### src/rtl/exe_mdu_seq_pkg.sv
// Shared ALU control codes and multiply/divide sequencer state encodings.
package exe_mdu_seq_pkg;

  localparam int ALUCTL_WIDTH = 5;
  localparam int REG_DATA_W   = 32;

  typedef logic [ALUCTL_WIDTH-1:0] aluctl_t;
  typedef logic [REG_DATA_W-1:0]   reg_data_t;

  localparam reg_data_t ZERO_WORD = '0;

  localparam aluctl_t ALUCTL_ADD    = 5'd0;
  localparam aluctl_t ALUCTL_SUB    = 5'd1;
  localparam aluctl_t ALUCTL_AND    = 5'd2;
  localparam aluctl_t ALUCTL_OR     = 5'd3;
  localparam aluctl_t ALUCTL_XOR    = 5'd4;
  localparam aluctl_t ALUCTL_SLL    = 5'd5;
  localparam aluctl_t ALUCTL_SRL    = 5'd6;
  localparam aluctl_t ALUCTL_SRA    = 5'd7;
  localparam aluctl_t ALUCTL_SLT    = 5'd8;
  localparam aluctl_t ALUCTL_SLTU   = 5'd9;
  localparam aluctl_t ALUCTL_MUL    = 5'd10;
  localparam aluctl_t ALUCTL_MULH   = 5'd11;
  localparam aluctl_t ALUCTL_MULHSU = 5'd12;
  localparam aluctl_t ALUCTL_MULHU  = 5'd13;
  localparam aluctl_t ALUCTL_DIV    = 5'd14;
  localparam aluctl_t ALUCTL_DIVU   = 5'd15;
  localparam aluctl_t ALUCTL_REM    = 5'd16;
  localparam aluctl_t ALUCTL_REMU   = 5'd17;

  typedef enum logic [2:0] {
    MDU_IDLE      = 3'd0,
    MDU_MUL_BUSY  = 3'd1,
    MDU_DIV_BUSY  = 3'd2,
    MDU_MUL_DRAIN = 3'd3,
    MDU_DONE      = 3'd4
  } mdu_state_e;

endpackage

### src/rtl/exe_mdu_seq_if.sv
// EX-stage <-> sequencer <-> ALU signal bundle; master is the sequencer side.
interface exe_mdu_seq_if
  import exe_mdu_seq_pkg::*;
#(
  parameter int DATA_W = 32
) ();

  logic              I_valid;
  aluctl_t           I_alu_ctrl;
  logic              I_flush;
  logic              I_ds_allowin;
  logic [DATA_W-1:0] I_alu_result;
  logic              I_mul_ready;
  logic              I_div_ready;
  logic              O_mul_start;
  logic              O_div_start;
  logic              O_signed_div;
  logic              O_annul;
  logic              O_stall_req;
  logic [DATA_W-1:0] O_result;
  logic              O_timeout;

  modport master (
    input  I_valid, I_alu_ctrl, I_flush, I_ds_allowin, I_alu_result,
           I_mul_ready, I_div_ready,
    output O_mul_start, O_div_start, O_signed_div, O_annul, O_stall_req,
           O_result, O_timeout
  );

  modport slave (
    output I_valid, I_alu_ctrl, I_flush, I_ds_allowin, I_alu_result,
           I_mul_ready, I_div_ready,
    input  O_mul_start, O_div_start, O_signed_div, O_annul, O_stall_req,
           O_result, O_timeout
  );

endinterface

### src/rtl/exe_mdu_seq_op_decode.sv
// Mul/div classification of an ALU control code; shared with the main decoder.
module mdu_op_decode
  import exe_mdu_seq_pkg::*;
(
  input  aluctl_t ctrl,
  output logic    is_mul,
  output logic    is_div,
  output logic    is_signed_div
);

  always_comb begin
    is_mul        = ctrl inside {ALUCTL_MUL, ALUCTL_MULH, ALUCTL_MULHSU, ALUCTL_MULHU};
    is_div        = ctrl inside {ALUCTL_DIV, ALUCTL_DIVU, ALUCTL_REM, ALUCTL_REMU};
    is_signed_div = ctrl inside {ALUCTL_DIV, ALUCTL_REM};
  end

endmodule

### src/rtl/exe_mdu_seq.sv
// Multi-cycle mul/div sequencer in front of the execute ALU: start pulses,
// pipeline stall, result holding, flush handling and a sticky watchdog.
module exe_mdu_seq
  import exe_mdu_seq_pkg::*;
#(
  parameter int DATA_W      = 32,
  parameter int TIMEOUT_CYC = 64
) (
  input  logic           clk,
  input  logic           rst,
  exe_mdu_seq_if.master  bus
);

  localparam int CNT_W = $clog2(TIMEOUT_CYC + 1);

  mdu_state_e        state_q, state_d;
  logic              mul_start_q, mul_start_d;
  logic              div_start_q, div_start_d;
  logic              signed_div_q, signed_div_d;
  logic              timeout_q, timeout_d;
  logic [DATA_W-1:0] result_q, result_d;
  logic [CNT_W-1:0]  cnt_q, cnt_d;

  logic              is_mul, is_div, is_sdiv, op_seen, busy_d;
  logic              stall, annul;
  logic [DATA_W-1:0] res_out;

  mdu_op_decode u_dec (
    .ctrl          (bus.I_alu_ctrl),
    .is_mul        (is_mul),
    .is_div        (is_div),
    .is_signed_div (is_sdiv)
  );

  assign op_seen = bus.I_valid & (is_mul | is_div) & ~bus.I_flush;

  always_comb begin
    state_d     = state_q;
    mul_start_d = 1'b0;
    div_start_d = 1'b0;
    result_d    = result_q;
    stall       = 1'b0;
    annul       = 1'b0;
    res_out     = bus.I_alu_result;

    unique case (state_q)
      MDU_IDLE: begin
        if (op_seen) begin
          stall = 1'b1;
          if (is_mul) begin
            mul_start_d = 1'b1;
            state_d     = MDU_MUL_BUSY;
          end else begin
            div_start_d = 1'b1;
            state_d     = MDU_DIV_BUSY;
          end
        end
      end
      // Ready during the start cycle belongs to an older op and is ignored.
      MDU_MUL_BUSY: begin
        stall   = 1'b1;
        res_out = result_q;
        if (bus.I_flush) begin
          // A multiplier finishing this very cycle leaves nothing to drain.
          state_d = (bus.I_mul_ready & ~mul_start_q) ? MDU_IDLE : MDU_MUL_DRAIN;
        end else if (bus.I_mul_ready & ~mul_start_q) begin
          result_d = bus.I_alu_result;
          state_d  = MDU_DONE;
        end
      end
      MDU_DIV_BUSY: begin
        stall   = 1'b1;
        res_out = result_q;
        if (bus.I_flush) begin
          annul   = 1'b1;
          state_d = MDU_IDLE;
        end else if (bus.I_div_ready & ~div_start_q) begin
          result_d = bus.I_alu_result;
          state_d  = MDU_DONE;
        end
      end
      MDU_MUL_DRAIN: begin
        stall = op_seen;
        if (bus.I_mul_ready) state_d = MDU_IDLE;
      end
      MDU_DONE: begin
        res_out = result_q;
        if (bus.I_flush) begin
          result_d = '0;
          state_d  = MDU_IDLE;
        end else begin
          stall = ~bus.I_ds_allowin;
          if (bus.I_ds_allowin) state_d = MDU_IDLE;
        end
      end
      default: state_d = MDU_IDLE;
    endcase

    // Sign mode is captured at divide issue and only meaningful while busy.
    if (state_d == MDU_DIV_BUSY)
      signed_div_d = (state_q == MDU_DIV_BUSY) ? signed_div_q : is_sdiv;
    else
      signed_div_d = 1'b0;

    busy_d = (state_d == MDU_MUL_BUSY) | (state_d == MDU_DIV_BUSY) |
             (state_d == MDU_MUL_DRAIN);
    if (!busy_d)
      cnt_d = '0;
    else if (cnt_q == CNT_W'(TIMEOUT_CYC))
      cnt_d = cnt_q;
    else
      cnt_d = cnt_q + 1'b1;
    timeout_d = timeout_q | (cnt_d == CNT_W'(TIMEOUT_CYC));
  end

  always_ff @(posedge clk) begin
    if (!rst) begin
      state_q      <= MDU_IDLE;
      mul_start_q  <= 1'b0;
      div_start_q  <= 1'b0;
      signed_div_q <= 1'b0;
      timeout_q    <= 1'b0;
      result_q     <= '0;
      cnt_q        <= '0;
    end else begin
      state_q      <= state_d;
      mul_start_q  <= mul_start_d;
      div_start_q  <= div_start_d;
      signed_div_q <= signed_div_d;
      timeout_q    <= timeout_d;
      result_q     <= result_d;
      cnt_q        <= cnt_d;
    end
  end

  assign bus.O_mul_start  = mul_start_q;
  assign bus.O_div_start  = div_start_q;
  assign bus.O_signed_div = signed_div_q;
  assign bus.O_annul      = annul & rst;
  assign bus.O_stall_req  = stall;
  assign bus.O_result     = res_out;
  assign bus.O_timeout    = timeout_q;

endmodule

### src/flat_wrapper.sv
// flat-port wrapper written by rule: the top's interface ports become plain ports
module exe_mdu_seq_flat import exe_mdu_seq_pkg::*;
#(
  parameter int DATA_W      = 32,
  parameter int TIMEOUT_CYC = 64
)
  (clk, rst, bus_I_valid, bus_I_alu_ctrl, bus_I_flush, bus_I_ds_allowin, bus_I_alu_result, bus_I_mul_ready, bus_I_div_ready, bus_O_mul_start, bus_O_div_start, bus_O_signed_div, bus_O_annul, bus_O_stall_req, bus_O_result, bus_O_timeout);
  exe_mdu_seq_if #(.DATA_W(DATA_W)) bus_i ();
  input  logic clk;
  input  logic rst;
  input wire logic [$bits(bus_i.I_valid)-1:0] bus_I_valid;
  input wire logic [$bits(bus_i.I_alu_ctrl)-1:0] bus_I_alu_ctrl;
  input wire logic [$bits(bus_i.I_flush)-1:0] bus_I_flush;
  input wire logic [$bits(bus_i.I_ds_allowin)-1:0] bus_I_ds_allowin;
  input wire logic [$bits(bus_i.I_alu_result)-1:0] bus_I_alu_result;
  input wire logic [$bits(bus_i.I_mul_ready)-1:0] bus_I_mul_ready;
  input wire logic [$bits(bus_i.I_div_ready)-1:0] bus_I_div_ready;
  output wire logic [$bits(bus_i.O_mul_start)-1:0] bus_O_mul_start;
  output wire logic [$bits(bus_i.O_div_start)-1:0] bus_O_div_start;
  output wire logic [$bits(bus_i.O_signed_div)-1:0] bus_O_signed_div;
  output wire logic [$bits(bus_i.O_annul)-1:0] bus_O_annul;
  output wire logic [$bits(bus_i.O_stall_req)-1:0] bus_O_stall_req;
  output wire logic [$bits(bus_i.O_result)-1:0] bus_O_result;
  output wire logic [$bits(bus_i.O_timeout)-1:0] bus_O_timeout;
  assign bus_i.I_valid = bus_I_valid;
  assign bus_i.I_alu_ctrl = bus_I_alu_ctrl;
  assign bus_i.I_flush = bus_I_flush;
  assign bus_i.I_ds_allowin = bus_I_ds_allowin;
  assign bus_i.I_alu_result = bus_I_alu_result;
  assign bus_i.I_mul_ready = bus_I_mul_ready;
  assign bus_i.I_div_ready = bus_I_div_ready;
  assign bus_O_mul_start = bus_i.O_mul_start;
  assign bus_O_div_start = bus_i.O_div_start;
  assign bus_O_signed_div = bus_i.O_signed_div;
  assign bus_O_annul = bus_i.O_annul;
  assign bus_O_stall_req = bus_i.O_stall_req;
  assign bus_O_result = bus_i.O_result;
  assign bus_O_timeout = bus_i.O_timeout;
  exe_mdu_seq #(.DATA_W(DATA_W), .TIMEOUT_CYC(TIMEOUT_CYC)) u_core (.clk(clk), .rst(rst), .bus(bus_i));
endmodule
### config.mk
export PLATFORM = sky130hd
export DESIGN_NAME = exe_mdu_seq_flat
export DESIGN_NICKNAME = d
export VERILOG_FILES = /design/src/rtl/exe_mdu_seq_pkg.sv /design/src/rtl/exe_mdu_seq_if.sv /design/src/rtl/exe_mdu_seq_op_decode.sv /design/src/rtl/exe_mdu_seq.sv /design/src/flat_wrapper.sv
export SDC_FILE = /design/constraint.sdc
export NUM_CORES = 1
export LEC_CHECK = 0
export BUFFER_PORTS_ARGS = -buffer_cell sky130_fd_sc_hd__clkbuf_2
export CORE_ASPECT_RATIO = 1.5
export CORE_MARGIN = 2
export CORE_UTILIZATION = 40
export CTS_BUF_LIST = sky130_fd_sc_hd__clkbuf_16
export CTS_CLUSTER_DIAMETER = 60
export DETAILED_ROUTE_END_ITERATION = 6
export PLACE_DENSITY_LB_ADDON = 0.3
export SLEW_MARGIN = 20
export SYNTH_ARGS = -nofsm -noshare
export SYNTH_HDL_FRONTEND = slang
export SYNTH_HIERARCHICAL = 1
export SYNTH_SLANG_ARGS = --single-unit
### constraint.sdc
create_clock -name clk -period 5.55 [get_ports clk]
set_input_delay 1.11 -clock clk [delete_from_list [all_inputs] [get_ports clk]]
set_output_delay 1.11 -clock clk [all_outputs]
set_load 0.01 [all_outputs]
==> out/results.ini <==
[sta]
final.setup.tns_ns = 0
final.min_clock_period_ns = 3.704
rsz0062_at_grt = false
maxSlewHeadroom = 0.3089
clock-skew-final_ns = 0.005379
hold_slack_ns = 0.4628
max_clock_freq_mhz = 270.0
setup_viol = 0
final-hold-violation-count = 0
fin_max_slew_vios = 0
slew_of_the_pin_with_the_lowest_slew_margin_ns = 1.033
final_min_period_over_clock_period = 0.6674

[place]
placed_instances = 424
detailedPlacementHpwl_um = 4017
gp_congestion = 0.8299
port-buffer-count = 81

[synth]
synth_commonest_cells = sky130_fd_sc_hd__dfxtp_1 (46), sky130_fd_sc_hd__nand2_1 (39), sky130_fd_sc_hd__nand3_1 (37)
synth.ff_latch_count = 46
synth-async-reset-ratio = 0
synth_fp_nets = 331
yosysSeqAreaShare = 0.3545
synth_top_area_frac = 0.3545
netlist_area_mm2 = 0.002597
warnings_synthesis = 6
unique_masters_post_synth = 54
netlist_instances = 285
yosysTopAreaCell = sky130_fd_sc_hd__dfxtp_1
number_of_flops_mapped_to_enable_cells_by_yosys = 0
yosysMostFrequentCell = sky130_fd_sc_hd__dfxtp_1
syn_avg_cell_area_um2 = 9.114
synth-main-ff-cell = sky130_fd_sc_hd__dfxtp_1
synth_area_leaders = sky130_fd_sc_hd__dfxtp_1 (35%), sky130_fd_sc_hd__mux2_2 (14%), sky130_fd_sc_hd__a21boi_1 (8.1%), sky130_fd_sc_hd__nand3_1 (7.1%), sky130_fd_sc_hd__nand2_1 (5.6%)

[hold_path]
min_path_type = register to register
min_path_cells = 2
hold-path-endpoint = u_core/result_q[2]$_SDFFE_PN0P_
worstHoldStart = u_core/result_q[2]$_SDFFE_PN0P_

[route]
firstDrtPassIters = 4
drt_first_iter_violations = 84
wl_per_cell_um = 13.22
routed-via-count = 2325
final_antenna_net_count = 0
drcViolationCount = 0
avgViaCountPerCell = 5.394
finalWirelength_um = 5696

[floorplanning]
core_mm2 = 0.006396
placement_rows = 36
start_util = 0.4061
die-width_um = 69.80
floorplan.die_area_mm2 = 0.007168
die_h_um = 102.7
ioPinCount = 82

[global_routing]
number_of_global_route_vias_before_repair = 2122
grt_pass1_wl_um = 9570
grt_max_degree = 36
track_usage = 0.1623
grt.overflow.total = 0
antenna_violations_before_repair = 0

[worst_setup_path]
worstPathMaxFanout = 32
timing.rr.start = u_core/state_q[0]$_SDFF_PN0_
endpoint_kind = output port
rrSetupSlack_ns = 3.40
startpoint_type = register
critical_path_arrival_ns = 2.59
path_class = register to output port
crit_required_ns = 4.44
reg2reg_depth = 4
crit-reg2reg-capture = u_core/result_q[30]$_SDFFE_PN0P_

[clock_network]
clock_tree_from_tritoncts = done
clock_input_transition_at_the_sequential_cells_of_the_worst_setup_and_hold_paths_ns = 0.06
cts_buffers = 5
h_tree_level_count = 2
clock-root-buffer = sky130_fd_sc_hd__clkbuf_16
post-cts-setup-buffer-count = 0
cts.sink_count = 46
ctsHoldBuffers = 0
cts_resized = 0
cts_max_path_buffers = 2
clock_latency_ns = 0.28

[final_layout]
area_overhead_of_the_layout_relative_to_synthesis_pct = 20.66
antenna-diode-count = 0
fillers = 630
fraction_of_final_layout_cells_with_drive_strength_greater_than_1 = 0.3775
post_layout_nonfiller_instances = 431
seqCellArea_um2 = 920.9
multi_input_comb_area_mm2 = 0.001544
layout.nets = 401

[power_and_ir_drop]
worst_ir_drop_vdd_mv = 0.1196
pwr_density_cell_mw_per_mm2 = 226.9
leakage_nw = 1.234

[job]
cap_viol_max_count = 0

[outcome]
run_status = finished, final reports clean

[metrics by stage]
step                      instance area (um^2)  setup slack [ns]  utilization  power, mW
after global placement                    2999             2.055       0.4689     0.4389
after detailed placement                  2999             2.059       0.4689     0.4402
after global routing                      3134             1.684       0.4900     0.7459
final                                     3134             1.846       0.4900     0.7112
after CTS                                 3134             1.846       0.4900     0.7258
after floorplan                           2597             2.280            -     0.3993
[critical path, stage by stage (launching register included)]
cell	delay, ns
sky130_fd_sc_hd__dfxtp_1	0.71
sky130_fd_sc_hd__xnor2_1	0.21
sky130_fd_sc_hd__o21ai_4	0.83
sky130_fd_sc_hd__mux2_2	0.43
sky130_fd_sc_hd__clkbuf_2	0.13
[report_power, final]
part / switching (mW) / internal (mW)
clock: 0.117 / 0.163
combinational: 0.0465 / 0.0499
sequential: 0.00264 / 0.333
[cell families after synthesis]
| logic type | after synthesis | share of synthesized area |
|---|---|---|
| AO/OA/AOI/OAI | 55 | 0.1787 |
| XOR/XNOR | 9 | 0.03035 |
| adder cells (fa/ha/maj) | 2 | 0.009632 |
| buffers and inverters | 26 | 0.05395 |
| flip-flops | 46 | 0.3545 |
| multiplexers | 34 | 0.1469 |
| AND/OR/NAND/NOR | 113 | 0.2259 |
[sequential cells by signal, summed over array words and instances, names as in the netlist]
register	flops
u_core/bus.O_mul_start	1
u_core/bus.O_div_start	1
u_core/state_q	3
u_core/result_q	32
u_core/bus.O_signed_div	1
u_core/cnt_q	7
u_core/bus.O_timeout	1
[area by class of cell]
class	count	share of cell area
multi-input cells	213	0.4926
flip-flops and latches	46	0.2938
repair buffers	82	0.1317
clock buffers	5	0.03992
well taps	76	0.03034
inverters	7	0.008383
clock inverters	2	0.003194
[cell usage in the layout, fill, tap and decap left out, drive strengths merged, types with 4 or more instances in the layout]
| master | netlist | final |
|---|---|---|
| a21boi | 32 | 32 |
| and3 | 5 | 5 |
| clkbuf | 6 | 86 |
| dfxtp | 46 | 46 |
| inv | 7 | 7 |
| mux2 | 33 | 33 |
| nand2 | 39 | 39 |
| nand3 | 37 | 37 |
| nor2 | 8 | 8 |
| nor3 | 4 | 4 |
| nor4 | 4 | 4 |
| xnor2 | 6 | 6 |
[layer usage]
| layer | track usage | vias up | share of wire |
|---|---|---|---|
| met4 | 0.04882 | 0 | 0.011 |
| met2 | 0.3026 | 54 | 0.51 |
| li1 | - | 1167 | - |
| met1 | 0.1904 | 1099 | 0.43 |
| met3 | 0.02737 | 5 | 0.044 |
| met5 | 0 | - | 0 |
[worst max-delay path by stage]
stage | startpoint | endpoint | slack [ns]
after CTS | u_core/state_q[0]$_SDFF_PN0_ | bus_O_result[3] | 1.85
after global placement | bus_I_alu_ctrl[2] | bus_O_stall_req | 2.05
after floorplan | bus_I_alu_ctrl[2] | bus_O_stall_req | 2.28
after detailed placement | bus_I_alu_ctrl[2] | bus_O_stall_req | 2.06
after global routing | u_core/state_q[0]$_SDFF_PN0_ | bus_O_result[28] | 1.68
final | u_core/state_q[0]$_SDFF_PN0_ | bus_O_result[28] | 1.85
(Power assumes the default switching activity.)
